`src/rtl/blockmem_1p_arb.sv`:
```
// blockmem_1p_arb: round-robin, burst-limited arbiter sharing one single-port block memory between two requesters.
module blockmem_1p_arb #(
  parameter int G_DATAWIDTH = 32,
  parameter int G_MEMDEPTH  = 1024,
  parameter int G_ADDRWIDTH = $clog2(G_MEMDEPTH),
  parameter int G_BWENABLE  = 0,
  parameter int G_WEWIDTH   = ((((G_DATAWIDTH+7)/8)-1)*G_BWENABLE)+1,
  parameter int G_RDLAT     = 1,
  parameter int G_MAXBURST  = 4
) (
  input  logic                   clk,
  input  logic                   rst,
  input  logic                   a_valid,
  output logic                   a_ready,
  input  logic [G_WEWIDTH-1:0]   a_we,
  input  logic [G_ADDRWIDTH-1:0] a_addr,
  input  logic [G_DATAWIDTH-1:0] a_wdata,
  output logic                   a_rvalid,
  output logic [G_DATAWIDTH-1:0] a_rdata,
  input  logic                   b_valid,
  output logic                   b_ready,
  input  logic [G_WEWIDTH-1:0]   b_we,
  input  logic [G_ADDRWIDTH-1:0] b_addr,
  input  logic [G_DATAWIDTH-1:0] b_wdata,
  output logic                   b_rvalid,
  output logic [G_DATAWIDTH-1:0] b_rdata,
  output logic                   mem_en,
  output logic [G_WEWIDTH-1:0]   mem_we,
  output logic [G_ADDRWIDTH-1:0] mem_addr,
  output logic [G_DATAWIDTH-1:0] mem_din,
  input  logic [G_DATAWIDTH-1:0] mem_dout
);
  localparam logic [3:0] MAXB = 4'(G_MAXBURST);
  logic ptr, ptr_nx, gnt_a, gnt_b, gnt, other, flip, is_rd;
  logic [3:0] cnt, cnt_nx, cnt_inc;
  logic [G_WEWIDTH-1:0] win_we;
  logic [G_RDLAT-1:0] tag_rd, tag_port;
  logic [G_DATAWIDTH-1:0] a_rdata_q, b_rdata_q;
  // cnt counts consecutive grants to the pointer owner; it saturates at the burst limit
  always_comb begin
    gnt_a   = !rst && a_valid && (!b_valid || !ptr);
    gnt_b   = !rst && b_valid && (!a_valid || ptr);
    gnt     = gnt_a || gnt_b;
    other   = gnt_b ? a_valid : b_valid;
    cnt_inc = (gnt_b != ptr) ? 4'd1 : (cnt >= MAXB ? cnt : cnt + 4'd1);
    flip    = gnt && other && (cnt_inc >= MAXB);
    ptr_nx  = !gnt ? ptr : (flip ? !gnt_b : gnt_b);
    cnt_nx  = (!gnt || flip) ? 4'd0 : cnt_inc;
    win_we  = gnt_b ? b_we : a_we;
    is_rd   = gnt && (win_we == '0);
  end
  assign a_ready  = gnt_a;
  assign b_ready  = gnt_b;
  assign mem_en   = gnt;
  assign mem_we   = gnt ? win_we : '0;
  assign mem_addr = gnt_b ? b_addr : a_addr;
  assign mem_din  = gnt_b ? b_wdata : a_wdata;
  // responses are presented in the same cycle the memory drives its read data
  assign a_rvalid = !rst && tag_rd[G_RDLAT-1] && !tag_port[G_RDLAT-1];
  assign b_rvalid = !rst && tag_rd[G_RDLAT-1] && tag_port[G_RDLAT-1];
  assign a_rdata  = a_rvalid ? mem_dout : a_rdata_q;
  assign b_rdata  = b_rvalid ? mem_dout : b_rdata_q;
  always_ff @(posedge clk) begin
    if (rst) begin
      ptr       <= 1'b0;
      cnt       <= '0;
      tag_rd    <= '0;
      tag_port  <= '0;
      a_rdata_q <= '0;
      b_rdata_q <= '0;
    end else begin
      ptr      <= ptr_nx;
      cnt      <= cnt_nx;
      tag_rd   <= (tag_rd << 1) | G_RDLAT'(is_rd);
      tag_port <= (tag_port << 1) | G_RDLAT'(gnt_b);
      if (a_rvalid) a_rdata_q <= mem_dout;
      if (b_rvalid) b_rdata_q <= mem_dout;
    end
  end
endmodule

```
`config.mk`:
```
export PLATFORM = sky130hd
export DESIGN_NAME = blockmem_1p_arb
export DESIGN_NICKNAME = d
export VERILOG_FILES = /design/src/rtl/blockmem_1p_arb.sv
export SDC_FILE = /design/constraint.sdc
export NUM_CORES = 1
export LEC_CHECK = 0
export ABC_AREA = 1
export CORE_MARGIN = 4
export CORE_UTILIZATION = 35
export DETAILED_ROUTE_END_ITERATION = 10
export PLACE_DENSITY = 0.73
export SETUP_SLACK_MARGIN = 0.3
export SKIP_CTS_REPAIR_TIMING = 1
export SLEW_MARGIN = 15
export SYNTH_ARGS = -nofsm -noshare
export SYNTH_HDL_FRONTEND = slang
export SYNTH_SLANG_ARGS = --single-unit
```
`constraint.sdc`:
```
create_clock -name clk -period 2.6 [get_ports clk]
set_input_delay 0.39 -clock clk [delete_from_list [all_inputs] [get_ports clk]]
set_output_delay 0.39 -clock clk [all_outputs]
set_load 0.005 [all_outputs]
```
==> flow_summary.yaml <==
status:
  status: "complete, no violations"
cts:
  cts_buffers: 9
  htreeDepth: 3
  insertion_delay_ns: 0.33
  clk_pin_slew_ns: 0.05
  clock_path_buffers: 2
  clock-sinks: 71
  clock-root-buffer: "clkbuf_16"
  cts_tree: "yes"
logic_synthesis:
  synth_compound_area_frac: 0.2683
  synth_top_cell_area_share: 0.3309
  yosysUniqueCellTypes: 30
  yosys-top-cells-count: "nand2_1 (135), inv_1 (106), dfxtp_1 (71)"
  syn_avg_cell_area_sq_um: 7.536
  yosys.area_share.simple: 0.2435
  synth_fa_ha_area_frac: 0.002913
  syn_nets: 693
  synth_xor_xnor_area_share: 0
  ys_async_sr_fraction: 0
  synth_seq_area_share: 0.3309
  syn_inst: 570
  yosys_warnings: 0
  synth-main-ff-cell: "dfxtp_1"
  ys_top_cells_by_area: "dfxtp_1 (33%), a211oi_2 (17%), nand2_1 (12%), inv_1 (9.3%), or2_1 (8.3%)"
  synth_edf_count: 0
  synth_area_sq_mm: 0.004295
  muxShareOfSynthArea: 0.002330
  synth_top_cell_by_area: "dfxtp_1"
  ys_ff_latch: 71
  synth_top_family_by_area: "compound AO/OA/AOI/OAI gates"
  synth.most_common_cell: "nand2_1"
placed_design:
  place_area_sq_mm: 0.006808
  place.gp.congestion: 0.9503
  numPortBuffers: 233
  dp_hpwl_um: 12900
  placedCellCount: 933
  place_ws_ns: 0.01349
setup_path:
  crit_path_end_kind: "primary output"
  cp_max_fo: 6
  worstSetupPathType: "in2out"
  reg2reg_from: "tag_rd$_SDFF_PP0_"
  crit_chain: "clkdlybuf4s50_1 -> inv_1 -> o21ai_4 -> clkinv_4 -> buf_12 -> clkbuf_16 -> nand2_1 -> nand2_1 -> clkdlybuf4s50_1"
  worstRegToRegCells: 9
  reg2reg_setup_slack_ns: 1.04
  worstSetupStartpointType: "input port"
  max_stage_delay_ns: 0.46
  worstPathArrival_ns: 2.12
  reg2reg_to: "a_rdata_q[1]$_SDFF_PP0_"
  cp_slowest_cell: "clkdlybuf4s50_1"
  required_ns: 2.21
pwr:
  p_clk_frac: 0.387
  p_sw_frac: 0.2614
  ir_drop_mv: 0.3033
  seqPwrFrac: 0.352
  p_per_area_mw_per_mm2: 408.4
  leakage_nw: 4.729
  p_comb_frac: 0.261
  p_switching_uw: 844.4
  intPower_mw: 2.386
detailed_routing:
  routed_wl_um: 17310
  drt-wirelength-per-cell_um: 17.48
  firstDrtPassIters: 4
  via_per_inst: 4.765
  drc: 0
  via_count: 4717
  drtIter0Drc: 215
  drt.antenna.violating_nets: 0
global_route:
  grt_pass1_vias: 4579
  grt_pass1_wl_um: 24090
  overflow: 0
  antenna_found_initial: 3
  grt_max_degree: 47
  grt_usage: 0.2172
floorplan:
  io_pins: 234
  die_area_sq_mm: 0.01411
  core_area_sq_mm: 0.01201
  die_x_um: 118.8
  die_h_um: 118.8
  start_util: 0.3576
  fp-row-count: 40
sta:
  tns_ns: 0
  fin_crit_sh: 0.9656
  finalSetupViolations: 0
  skew_ns: 0.009586
  maxClockFrequency_mhz: 398.3
  slew_violations: 0
  holdWs_ns: 0.3761
  max-slew-margin-rel: 0.6204
  worst_pin_slew_ns: 0.5694
  final_hold_viol_count: 0
  final.setup.worst_slack_ns: 0.08949
  finalCriticalPeriod_ns: 2.511
  rsz0062_at_grt: "yes"
final_layout:
  drive_above_1_share: 0.1934
  num_antenna_cells: 0
  final_cells: 990
  nets: 961
  synthToLayoutAreaGrowth_pct: 84.15
  postLayoutCellArea_sq_mm: 0.007910
hold_path:
  min_path_type: "in2reg"
  hold_path_end: "ptr$_SDFFE_PP0P_"
  hp-start: "rst"
  hold_depth: 4
flow_run:
  max-cap-violations: 0
-- per-layer routing --
metal,GRT usage,routed length [um]
met2,0.3812,8736
met5,0,36
met4,0.09558,651
met3,0.1019,1433
met1,0.2192,6452
-- power by group through the flow --
stage	clock network [mW]	logic, mW	registers, mW
floorplan	0	0.313	1.16
global placement	0	0.798	1.16
detailed placement	0	0.806	1.16
CTS	1.27	0.811	1.14
global route	1.32	0.912	1.14
finish	1.25	0.844	1.14
-- sequential cells by signal, summed over array words and instances, names as in the netlist --
signal / cells
ptr: 1
cnt: 4
tag_rd: 1
b_rdata_q: 32
a_rdata_q: 32
tag_port: 1
-- worst max path at each step --
stage,from,endpoint,cells past startpoint
2_1_floorplan,rst,a_rdata[22],7
3_3_place_gp,b_valid,mem_din[22],9
3_5_place_dp,b_valid,mem_din[22],9
4_1_cts,b_valid,mem_din[22],9
5_1_grt,a_valid,mem_din[5],9
6_report,a_valid,mem_din[5],9
-- worst max-delay path, delay by kind of cell --
family	cells	cell delay (ns)
AND/OR/NAND/NOR	2	0.11
AO/OA/AOI/OAI	1	0.23
buffers and inverters	6	1.40
-- layout by cell type, fill, tap and decap left out, types with 4 or more instances in the layout --
cell	n
inv_1	105
clkdlybuf4s50_1	141
dfxtp_1	69
a21oi_1	62
or2_2	7
clkbuf_16	18
a21oi_2	4
dlymetal6s2s_1	91
buf_12	12
or2_1	57
nand2_1	135
a211oi_2	59
a211oi_1	6
buf_4	35
-- per-stage QoR --
step / util / power, mW
floorplan: - / 1.470
global placement: 0.5668 / 1.957
detailed placement: 0.5668 / 1.967
CTS: 0.5923 / 3.223
global route: 0.6585 / 3.376
finish: 0.6585 / 3.231
-- cells by family after synthesis --
logic type	count (synthesis)
simple gates	217
flops	71
compound gates	135
buf+inv	145
mux	1
fa+ha+maj	1
-- final cells by class --
class | count | area [sq um]
inverters | 109 | 419.2
fillers | 1019 | 4101
clock buffers | 11 | 242.7
multi-input cells | 356 | 2258
flip-flops and latches | 71 | 1426
well taps | 147 | 183.9
repair buffers | 291 | 3316
clock inverters | 5 | 63.81
Note: power is estimated with default switching activity, not from simulation.
